==> src/rtl/synth_pkg.sv <==
// rtl/synth_pkg.sv - shared constants and FSM state type for the voice allocator slice
//
// Contents:
//   NVOICES     number of voice slots (matches the downstream phase bank count)
//   MIDI_W      MIDI note width
//   SLOT_W      slot index width
//   MIDI_SILENT note value that marks a free slot / silent output
//   va_state_t  table-management FSM states
package synth_pkg;

  localparam int NVOICES = 10;
  localparam int MIDI_W  = 7;
  localparam int SLOT_W  = 4;

  localparam logic [MIDI_W-1:0] MIDI_SILENT = 7'h00;

  typedef enum logic [1:0] {
    IDLE   = 2'd0,
    SCAN   = 2'd1,
    COMMIT = 2'd2
  } va_state_t;

endpackage

==> src/rtl/voice_allocator_if.sv <==
// rtl/voice_allocator_if.sv - note-event handshake bundle for the voice allocator
//
// Signals:
//   i_evt_valid  note event offered by the producer
//   o_evt_ready  allocator can take an event (accept = valid & ready)
//   i_evt_on     1 = note-on, 0 = note-off
//   i_evt_note   MIDI note number
// Modports:
//   master  event producer
//   slave   allocator
interface voice_allocator_if;
  import synth_pkg::*;

  logic              i_evt_valid;
  logic              o_evt_ready;
  logic              i_evt_on;
  logic [MIDI_W-1:0] i_evt_note;

  modport master (
    output i_evt_valid,
    output i_evt_on,
    output i_evt_note,
    input  o_evt_ready
  );

  modport slave (
    input  i_evt_valid,
    input  i_evt_on,
    input  i_evt_note,
    output o_evt_ready
  );

endinterface

==> src/rtl/voice_slot_seq.sv <==
// rtl/voice_slot_seq.sv - round-robin slot pointer and registered slot/note output stream
//
// Ports:
//   clk, rst   clock, asynchronous active-high reset
//   clk_en     sample-rate strobe; the only thing that advances this stream
//   rd_data    voice table entry at slot_ptr (combinational read from the table owner)
//   slot_ptr   slot currently being read
//   o_midi     registered note of the presented slot
//   o_slot     registered index of the presented slot
module voice_slot_seq
  import synth_pkg::*;
#(
  parameter int NVOICES = synth_pkg::NVOICES
) (
  input  logic              clk,
  input  logic              rst,
  input  logic              clk_en,
  input  logic [MIDI_W-1:0] rd_data,
  output logic [SLOT_W-1:0] slot_ptr,
  output logic [MIDI_W-1:0] o_midi,
  output logic [SLOT_W-1:0] o_slot
);

  localparam logic [SLOT_W-1:0] LAST_SLOT = SLOT_W'(NVOICES - 1);

  // o_slot resets to the last slot so the first strobe after reset presents
  // slot 0, matching a downstream bank index that also resets to the last slot.
  always_ff @(posedge clk or posedge rst) begin
    if (rst) begin
      slot_ptr <= '0;
      o_midi   <= MIDI_SILENT;
      o_slot   <= LAST_SLOT;
    end else if (clk_en) begin
      o_midi   <= rd_data;
      o_slot   <= slot_ptr;
      slot_ptr <= (slot_ptr == LAST_SLOT) ? '0 : slot_ptr + SLOT_W'(1);
    end
  end

endmodule

==> src/rtl/voice_allocator.sv <==
// rtl/voice_allocator.sv - polyphonic voice table with note-event allocation and slot output stream
//
// Configuration macro: VOICE_STEAL_EN
//   defined   a note-on that finds the table full overwrites slot victim_ptr
//             (round-robin) and pulses o_overflow
//   undefined such a note-on is dropped and o_overflow pulses
//
// Ports:
//   clk, rst      clock, asynchronous active-high reset
//   clk_en        sample-rate strobe; advances the output slot stream only
//   evt           note-event handshake (voice_allocator_if.slave)
//   o_midi        note of the presented slot, 0 = silent (to phase bank i_midi)
//   o_slot        index of the slot on o_midi
//   o_active_cnt  number of occupied slots
//   o_overflow    one-clk pulse when a note-on finds no free slot
module voice_allocator
  import synth_pkg::*;
#(
  parameter int NVOICES = synth_pkg::NVOICES
) (
  input  logic                    clk,
  input  logic                    rst,
  input  logic                    clk_en,
  voice_allocator_if.slave        evt,
  output logic [MIDI_W-1:0]       o_midi,
  output logic [SLOT_W-1:0]       o_slot,
  output logic [SLOT_W-1:0]       o_active_cnt,
  output logic                    o_overflow
);

  localparam logic [SLOT_W-1:0] LAST_SLOT = SLOT_W'(NVOICES - 1);

  va_state_t         state_q, state_d;

  logic [MIDI_W-1:0] voice_tbl [NVOICES];

  // Latched event and scan results
  logic              lat_on;
  logic [MIDI_W-1:0] lat_note;
  logic [SLOT_W-1:0] scan_idx;
  logic              match_found;
  logic [SLOT_W-1:0] match_idx;
  logic              free_found;
  logic [SLOT_W-1:0] free_idx;

  // COMMIT-stage controls from the output decoder
  logic              wr_en;
  logic [SLOT_W-1:0] wr_idx;
  logic [MIDI_W-1:0] wr_data;
  logic              cnt_inc;
  logic              cnt_dec;
  logic              ovf_pulse;

  logic [SLOT_W-1:0] slot_ptr;
  logic [MIDI_W-1:0] slot_rd_data;

`ifdef VOICE_STEAL_EN
  logic [SLOT_W-1:0] victim_ptr;
  logic              steal;
`endif

  // ---------------------------------------------------------------------------
  // FSM: state register
  // ---------------------------------------------------------------------------
  always_ff @(posedge clk or posedge rst) begin
    if (rst) state_q <= IDLE;
    else     state_q <= state_d;
  end

  // ---------------------------------------------------------------------------
  // FSM: next state
  // ---------------------------------------------------------------------------
  always_comb begin
    state_d = state_q;
    case (state_q)
      IDLE:    if (evt.i_evt_valid) state_d = SCAN;
      SCAN:    if (scan_idx == LAST_SLOT) state_d = COMMIT;
      COMMIT:  state_d = IDLE;
      default: state_d = IDLE;
    endcase
  end

  // ---------------------------------------------------------------------------
  // FSM: outputs / commit decode
  // ---------------------------------------------------------------------------
  always_comb begin
    evt.o_evt_ready = (state_q == IDLE);
    wr_en     = 1'b0;
    wr_idx    = '0;
    wr_data   = MIDI_SILENT;
    cnt_inc   = 1'b0;
    cnt_dec   = 1'b0;
    ovf_pulse = 1'b0;
`ifdef VOICE_STEAL_EN
    steal     = 1'b0;
`endif
    // A silent note would "match" every free slot, so it never touches the table.
    if (state_q == COMMIT && lat_note != MIDI_SILENT) begin
      if (lat_on) begin
        if (!match_found) begin
          if (free_found) begin
            wr_en   = 1'b1;
            wr_idx  = free_idx;
            wr_data = lat_note;
            cnt_inc = 1'b1;
          end else begin
            ovf_pulse = 1'b1;
`ifdef VOICE_STEAL_EN
            // Replacing an occupied slot leaves the active count unchanged.
            steal   = 1'b1;
            wr_en   = 1'b1;
            wr_idx  = victim_ptr;
            wr_data = lat_note;
`endif
          end
        end
      end else if (match_found) begin
        wr_en   = 1'b1;
        wr_idx  = match_idx;
        wr_data = MIDI_SILENT;
        cnt_dec = 1'b1;
      end
    end
  end

  // ---------------------------------------------------------------------------
  // Event latch and sequential scan (one slot per clk, lowest index wins)
  // ---------------------------------------------------------------------------
  always_ff @(posedge clk or posedge rst) begin
    if (rst) begin
      lat_on      <= 1'b0;
      lat_note    <= MIDI_SILENT;
      scan_idx    <= '0;
      match_found <= 1'b0;
      match_idx   <= '0;
      free_found  <= 1'b0;
      free_idx    <= '0;
    end else begin
      case (state_q)
        IDLE: begin
          if (evt.i_evt_valid) begin
            lat_on      <= evt.i_evt_on;
            lat_note    <= evt.i_evt_note;
            scan_idx    <= '0;
            match_found <= 1'b0;
            free_found  <= 1'b0;
          end
        end
        SCAN: begin
          scan_idx <= scan_idx + SLOT_W'(1);
          if (!match_found && voice_tbl[scan_idx] == lat_note) begin
            match_found <= 1'b1;
            match_idx   <= scan_idx;
          end
          if (!free_found && voice_tbl[scan_idx] == MIDI_SILENT) begin
            free_found <= 1'b1;
            free_idx   <= scan_idx;
          end
        end
        default: ;
      endcase
    end
  end

  // ---------------------------------------------------------------------------
  // Voice table, active count, overflow pulse, victim pointer
  // ---------------------------------------------------------------------------
  always_ff @(posedge clk or posedge rst) begin
    if (rst) begin
      for (int i = 0; i < NVOICES; i++) voice_tbl[i] <= MIDI_SILENT;
      o_active_cnt <= '0;
      o_overflow   <= 1'b0;
`ifdef VOICE_STEAL_EN
      victim_ptr   <= '0;
`endif
    end else begin
      o_overflow <= ovf_pulse;
      if (wr_en) voice_tbl[wr_idx] <= wr_data;
      if (cnt_inc)      o_active_cnt <= o_active_cnt + SLOT_W'(1);
      else if (cnt_dec) o_active_cnt <= o_active_cnt - SLOT_W'(1);
`ifdef VOICE_STEAL_EN
      if (steal) victim_ptr <= (victim_ptr == LAST_SLOT) ? '0 : victim_ptr + SLOT_W'(1);
`endif
    end
  end

  // ---------------------------------------------------------------------------
  // Output slot stream; the read sees the table before any same-clk commit,
  // so a freshly written note appears on the slot's next visit.
  // ---------------------------------------------------------------------------
  assign slot_rd_data = voice_tbl[slot_ptr];

  voice_slot_seq #(
    .NVOICES (NVOICES)
  ) u_slot_seq (
    .clk      (clk),
    .rst      (rst),
    .clk_en   (clk_en),
    .rd_data  (slot_rd_data),
    .slot_ptr (slot_ptr),
    .o_midi   (o_midi),
    .o_slot   (o_slot)
  );

endmodule

==> src/flat_wrapper.sv <==
// flat-port wrapper written by rule: the top's interface ports become plain ports
module voice_allocator_flat import synth_pkg::*;
#(
  parameter int NVOICES = synth_pkg::NVOICES
)
  (clk, rst, clk_en, o_midi, o_slot, o_active_cnt, o_overflow, evt_i_evt_valid, evt_i_evt_on, evt_i_evt_note, evt_o_evt_ready);
  voice_allocator_if evt_i ();
  input  logic clk;
  input  logic rst;
  input  logic clk_en;
  output logic [MIDI_W-1:0] o_midi;
  output logic [SLOT_W-1:0] o_slot;
  output logic [SLOT_W-1:0] o_active_cnt;
  output logic o_overflow;
  input wire logic [$bits(evt_i.i_evt_valid)-1:0] evt_i_evt_valid;
  input wire logic [$bits(evt_i.i_evt_on)-1:0] evt_i_evt_on;
  input wire logic [$bits(evt_i.i_evt_note)-1:0] evt_i_evt_note;
  output wire logic [$bits(evt_i.o_evt_ready)-1:0] evt_o_evt_ready;
  assign evt_i.i_evt_valid = evt_i_evt_valid;
  assign evt_i.i_evt_on = evt_i_evt_on;
  assign evt_i.i_evt_note = evt_i_evt_note;
  assign evt_o_evt_ready = evt_i.o_evt_ready;
  voice_allocator #(.NVOICES(NVOICES)) u_core (.clk(clk), .rst(rst), .clk_en(clk_en), .evt(evt_i), .o_midi(o_midi), .o_slot(o_slot), .o_active_cnt(o_active_cnt), .o_overflow(o_overflow));
endmodule
==> config.mk <==
export PLATFORM = sky130hd
export DESIGN_NAME = voice_allocator_flat
export DESIGN_NICKNAME = d
export VERILOG_FILES = /design/src/rtl/synth_pkg.sv /design/src/rtl/voice_allocator_if.sv /design/src/rtl/voice_slot_seq.sv /design/src/rtl/voice_allocator.sv /design/src/flat_wrapper.sv
export SDC_FILE = /design/constraint.sdc
export NUM_CORES = 1
export LEC_CHECK = 0
export ABC_AREA = 1
export CORE_ASPECT_RATIO = 0.75
export CORE_MARGIN = 2
export CORE_UTILIZATION = 55
export CTS_BUF_LIST = sky130_fd_sc_hd__clkbuf_2
export CTS_CLUSTER_SIZE = 8
export DETAILED_ROUTE_END_ITERATION = 16
export MAX_ROUTING_LAYER = met4
export PLACE_DENSITY = 0.74
export SLEW_MARGIN = 0
export SYNTH_ARGS = -nofsm -noshare
export SYNTH_HDL_FRONTEND = slang
export SYNTH_SLANG_ARGS = --single-unit
export TNS_END_PERCENT = 1
==> constraint.sdc <==
create_clock -name clk -period 4.9 [get_ports clk]
set_input_delay 0.98 -clock clk [delete_from_list [all_inputs] [get_ports clk]]
set_output_delay 0.98 -clock clk [all_outputs]
set_load 0.02 [all_outputs]
# Word level (Yosys, flattened, before mapping)
# Cells that the tools add are included.
[word_totals]
register_bits = 114
in_bits = 12
out_inout_bits = 17
word_cells = 105
[classes]
n_addsub = 4
n_lt_le_gt_ge = 4
eq_ne = 9
muxes = 44
bitwise = 3
n_reduce_logical = 18
[ops]
columns = ["op", "count"]
rows = [
  ["70-bit bitwise mux", 1],
  ["7-bit 2-to-1 mux", 9],
  ["7-bit binary-select mux with 4-bit select", 2],
  ["4-bit 2-to-1 mux", 9],
  ["7-bit demux with 4-bit select", 1],
  ["1-bit 2-to-1 mux", 16],
  ["5-bit >= comparator (second input constant)", 3],
  ["4-bit inverter with 5-bit output", 3],
  ["4-bit by 1-bit adder with 4-bit output (second input constant)", 3],
  ["2-bit AND reduction", 5],
  ["4-bit == test (second input constant)", 2],
  ["4-bit case mux with 2 select lines", 1],
  ["7-bit == test", 1],
  ["7-bit logical NOT", 1],
  ["7-bit nonzero test", 1],
  ["2-bit by 1-bit != test with 1-bit output (second input constant)", 3],
  ["3-bit AND reduction", 2],
  ["5-bit by 1-bit < comparator with 1-bit output (second input constant)", 1],
  ["1-bit logical AND", 4],
  ["2-bit 2-to-1 mux", 2],
  ["1-bit case mux with 2 select lines", 2],
  ["2-bit case mux with 2 select lines", 1],
  ["2-bit nonzero test", 2],
  ["4-bit by 1-bit subtractor with 4-bit output (second input constant)", 1],
  ["other kinds (5)", 6],
]

# Logic depth before layout (Yosys ltp)
[depth]
ltp_word = 10
mapped_depth = 15
mapped_depth_nobuf = 14

# Hierarchy
# A second synthesis with hierarchy kept.
[unflattened]
cells_unflattened = 809
area_unflattened_um2 = 6366.1
[modules_own_cells]
columns = ["module", "instances", "cells_each", "area_per_inst_um2", "seq_area_each_um2"]
rows = [
  ["voice_allocator", 1, 760, 5751.8, 2477.4],
  ["voice_slot_seq", 1, 49, 614.3, 377.9],
]

# Worst setup path before layout
# No wires, ideal clock.
[synth_path]
kind = "reg2reg"
from = "register u_core.lat_note[2]"
to = "register u_core.o_active_cnt[3]"
setup_ns = 0.128
arrival_time_ns = 1.944
required_time_ns = 4.772
setup_slack_ns = 2.828
stages_incl_launch_ff = 12
path_buffers = 1
period_less_slack_ns = 2.072
path_cell_list = "dfrtp_1 inv_1 nand4_1 nor4_2 nor2_4 buf_6 nand2_2 ha_1 a21oi_1 a21oi_1 nand3b_1 xnor2_1"
[synth_via]
elab_chain_cells = 4
word_cells_on_any_way = 6
cone_classes = "mux (3); reduce/logical (3)"
[synth_lines]
columns = ["element", "line", "source"]
rows = [
  ["from (decl)", "voice_allocator.sv:39", "logic [MIDI_W-1:0] lat_note;"],
  ["from (signal assigned)", "voice_allocator.sv:143", "lat_note <= evt.i_evt_note;"],
  ["7-bit nonzero test *", "voice_allocator.sv:98", "if (state_q == COMMIT && lat_note != MIDI_SILENT) begin"],
  ["1-bit logical AND *", "voice_allocator.sv:98", ""],
  ["1-bit 2-to-1 mux", "voice_allocator.sv:98", ""],
  ["4-bit 2-to-1 mux / 2-bit nonzero test (equally long branches)", "--", ""],
  ["to (signal assigned)", "voice_allocator.sv:179", "if (cnt_inc) o_active_cnt <= o_active_cnt + SLOT_W'(1);"],
  ["to (signal assigned)", "voice_allocator.sv:180", "else if (cnt_dec) o_active_cnt <= o_active_cnt - SLOT_W'(1);"],
  ["to (decl)", "voice_allocator.sv:27", "output logic [SLOT_W-1:0] o_active_cnt,"],
]
# Mark *: on every way between the ends. The rest lies on a longest branch, timed or not.
# A chain may end at the register's enable or synchronous reset.

# Worst setup path in the final report
[layout_path]
from = "register u_core.u_slot_seq.slot_ptr[0]"
to = "register u_core.u_slot_seq.o_midi[5]"
[layout_via]
elab_chain_cells = 4
[layout_lines]
columns = ["element", "line", "source"]
rows = [
  ["from (decl)", "voice_slot_seq.sv:19", "output logic [SLOT_W-1:0] slot_ptr,"],
  ["from (signal assigned)", "voice_slot_seq.sv:36", "slot_ptr <= (slot_ptr == LAST_SLOT) ? '0 : slot_ptr + SLOT_W'(1);"],
  ["4-bit inverter with 5-bit output (implied by the code)", "voice_allocator.sv:191", "assign slot_rd_data = voice_tbl[slot_ptr];"],
  ["7-bit binary-select mux with 4-bit select", "voice_allocator.sv:191", ""],
  ["7-bit 2-to-1 mux (implied by the code) (2 in series)", "voice_allocator.sv:191", ""],
  ["to (signal assigned)", "voice_slot_seq.sv:34", "o_midi <= rd_data;"],
  ["to (decl)", "voice_slot_seq.sv:20", "output logic [MIDI_W-1:0] o_midi,"],
]
# Every way passes these cells. The select of a mux whose other input is x is not followed.

==> flow_summary_export.csv <==
group,metric,value,unit
status,outcome,"completed",
worst_setup_path,critical_path_arrival,3.63,ns
power,comb_power_share,40.4,%
synth,synth.net_count,808,
sta,slew_violations,0,
synth,synth-edff-count,0,
route,detail_route.wl_per_cell,18.06,um
sta,final_critical_path_setup_slack,1.833,ns
grt,overflow,0,
placement,dpl.hpwl,12760,um
die,die_area,12000,sq um
synth,yosys.cell_types.count,41,
placement,finalWeightedCongestion,0.9803,
clock_tree,cts-hold-fix-buffers,0,
synth,synth_seq_area_share,46.63,%
clock_tree,htreeDepth,4,
synth,postSynth.asyncResetShare,100.0,%
power,net_switching_share_of_the_total_power,43.91,%
worst_setup_path,cpMaxStageDelayCell,"sky130_fd_sc_hd__dfrtp_1",
die,placeableCoreArea,10900,sq um
route,residual_antenna_violating_net_count_after_detailed_routing,0,
clock_tree,ctsLongestPathBuffers,2,
die,starting_density_of_the_core,56.18,%
synth,syn_area_per_cell,7.741,sq um
synth,synthesis.area,6123,sq um
route,post_drt_via_cell_ratio,5.836,
grt,use_met1,46.13,%
worst_setup_path,crit_required,5.46,ns
worst_setup_path,worst_setup_path_end_kind,"flip-flop",
power,worst_ir_drop_vdd,0.2185,mV
cells_and_area,layout.cells.most_common_list,"sky130_fd_sc_hd__nand2_1 (201), sky130_fd_sc_hd__dfrtp_1 (112), sky130_fd_sc_hd__inv_1 (85)",
route,firstDrtPassIters,6,
synth,yosys_register_bits,114,
sta,f_max,0.3261,GHz
power,share_seq_of_total_power,39.0,%
clock_tree,path_clk_slew,0.17,ns
sta,timing_hold_violations_final,0,
clock_tree,cts.repair_timing.setup_buffer_count,0,
worst_setup_path,criticalPathCategory,"reg -> reg",
clock_tree,tritoncts,"done",
sta,grt_setup_unrepaired,"false",
sta,setup_tns,0,ns
worst_setup_path,cp-start-kind,"flip-flop",
power,powerDensity,511.6,nW/um^2
clock_tree,cts_resized,0,
power,netSwitchingPower,1491,uW
sta,finClkSkew,0.03272,ns
sta,final-setup-viol-count,0,
grt,via_count_of_the_first_global_routing_pass,5200,
grt,antenna_found_initial,0,
power,p_leak,0.002930,uW
die,die-width,125.8,um
worst_setup_path,path_delay_family,"buffers and inverters",
grt,global_route.usage.total,31.27,%
die,std_cell_rows,33,
clock_tree,cts_num_sinks,114,
power,internal-power,1904,uW
clock_tree,cts_root_buffer,"sky130_fd_sc_hd__clkbuf_2",
worst_setup_path,critPathMostFrequentCell,"sky130_fd_sc_hd__a21oi_1",
cells_and_area,final_nets,821,
grt,grt.busiest_layer,"met1",
clock_tree,clkLatencyLatePin,0.66,ns
min_path,hp-class,"reg -> reg",
placement,dpl_cell_area,6370,sq um
cells_and_area,final_area,6636,sq um
synth,postSynthCellCount,791,
clock_tree,cts_buffers,17,
grt,maximum_number_of_pins_on_one_net_before_global_route_repair,48,
placement,post_place_setup_slack,1.934,ns
worst_setup_path,path_cells,"clkinv_1, nand2_1, inv_1, a221oi_1, a21oi_1, o21ai_0, a21oi_1",
synth,predominant_post_synthesis_flop_cell,"sky130_fd_sc_hd__dfrtp_1",
sta,timing.slew.headroom,45.95,%
synth,ys_warn_count,0,
grt,grt_util_met2,43.83,%
route,drt-total-wl,17290,um
cells_and_area,antenna_diode_count,0,
cells_and_area,drive_gt1_share,8.935,%
sta,least_margin_pin_slew,0.8083,ns
job,max_cap_violations,0,
worst_setup_path,cp_slowest_stage_delay,0.75,ns
grt,wire_length_of_the_first_global_routing_pass,27840,um
grt,grt_use_met3,6.958,%
worst_setup_path,crit_path_max_fanout,25,
route,vias,5585,
die,die_height,95.38,um
power,clkPwrFrac,20.6,%
cells_and_area,layout-area-overhead-vs-synth,8.378,%
sta,period_share,62.59,%
worst_setup_path,cp.buffers_inverters,2,
die,io_pins,29,
route,detailedRoute.firstIterationViolations,722,
route,drc,0,
placement,port-buffer-count,28,
cells_and_area,most_common_cell_after_layout_fill_and_taps_aside,"sky130_fd_sc_hd__nand2_1",
sta,final_period_minus_worst_setup_slack,3.067,ns
==> cell type report <==
cell class / count / area, sq um
Clock buffer: 21 / 105.1
Tap cell: 140 / 175.2
Sequential cell: 114 / 2855
Multi-Input combinational cell: 541 / 2658
Clock inverter: 11 / 161.4
Inverter: 98 / 371.6
Fill cell: 1020 / 4264
Timing Repair Buffer: 32 / 310.3
==> state kept, by name, summed over array words and instances, names as in the netlist <==
register                    count
u_core.match_found              1
u_core.scan_idx                 4
u_core.match_idx                4
u_core.u_slot_seq.slot_ptr      4
u_core.free_found               1
u_core.voice_tbl               70
u_core.o_overflow               1
u_core.lat_note                 7
u_core.o_active_cnt             4
u_core.free_idx                 4
u_core.u_slot_seq.o_midi        7
u_core.state_q                  2
u_core.lat_on                   1
u_core.u_slot_seq.o_slot        4
==> final timing paths <==
check | cells past startpoint | slack (ns) | to | start
setup reg to reg | 7 | 1.83 | u_core.u_slot_seq.o_midi[5] | u_core.u_slot_seq.slot_ptr[0]
setup / recovery | 7 | 1.83 | u_core.u_slot_seq.o_midi[5] | u_core.u_slot_seq.slot_ptr[0]
hold reg to reg | 2 | 0.48 | u_core.u_slot_seq.o_slot[0] | u_core.u_slot_seq.o_slot[0]
min in group asynchronous | 2 | 0.72 | u_core.voice_tbl[26] | rst
max in group asynchronous | 3 | 3.25 | u_core.voice_tbl[60] | rst
hold / removal | 2 | 0.48 | u_core.u_slot_seq.o_slot[0] | u_core.u_slot_seq.o_slot[0]
==> Yosys cell counts, drive strengths merged, types with 3 or more instances <==
cell    instances  area share [%]
ha              4            0.82
a21oi          52             4.4
nand4           5            0.51
clkbuf          8            0.49
nand2         205              13
dfrtp         112              46
a221oi          3            0.43
o21ai         116             9.7
buf            30             3.5
xnor2           4            0.57
nand3          67             5.8
clkinv          4            0.27
nor2           52             3.8
o221ai          7             1.0
o211ai          8            0.98
inv            94             5.8
o22ai           3            0.31
nand3b          3            0.49
nor3            4            0.49
==> worst min-delay path, cell delays in order (launching register included) <==
cell                      delay, ns
sky130_fd_sc_hd__dfstp_2       0.40
sky130_fd_sc_hd__nand2_1       0.05
sky130_fd_sc_hd__nand2_1       0.05
==> metal layers <==
metal | share of wire [%] | vias up | wire length, um
li1 | - | 2628 | -
met1 | 47 | 2667 | 8150
met2 | 42 | 263 | 7292
met3 | 9.5 | 27 | 1637
met4 | 1.2 | 0 | 206
met5 | 0 | - | 0
==> power groups by stage <==
stage | clock network [uW] | registers, uW | logic [uW]
floorplan | 0 | 1250 | 1080
global placement | 0 | 1330 | 1310
finish | 699 | 1320 | 1370
detailed placement | 0 | 1330 | 1340
global route | 739 | 1350 | 1520
CTS | 705 | 1310 | 1350
==> per-stage QoR <==
step           instances  utilization [%]  hold WS (ns)  total power [uW]
2_1_floorplan        791                -        0.4422              2328
3_3_place_gp         925            58.44        0.4568              2641
3_5_place_dp         925            58.44        0.4589              2671
4_1_cts              957            60.88        0.4790              3366
5_1_grt              957            60.88        0.5058              3603
6_report             957            60.88        0.4758              3395
==> logic make-up (layout without fill, tap and decap cells) <==
kind of cell,after synthesis,after routing,synth area share [%]
and+or+nand+nor,337,337,24.07
adders and majority gates,5,5,1.144
DFF,114,114,46.63
buffers and inverters,136,162,9.971
AOI/OAI and AO/OA,194,194,17.47
xor gates and xnor gates,5,5,0.7151
Note: power is estimated with default switching activity, not from simulation.
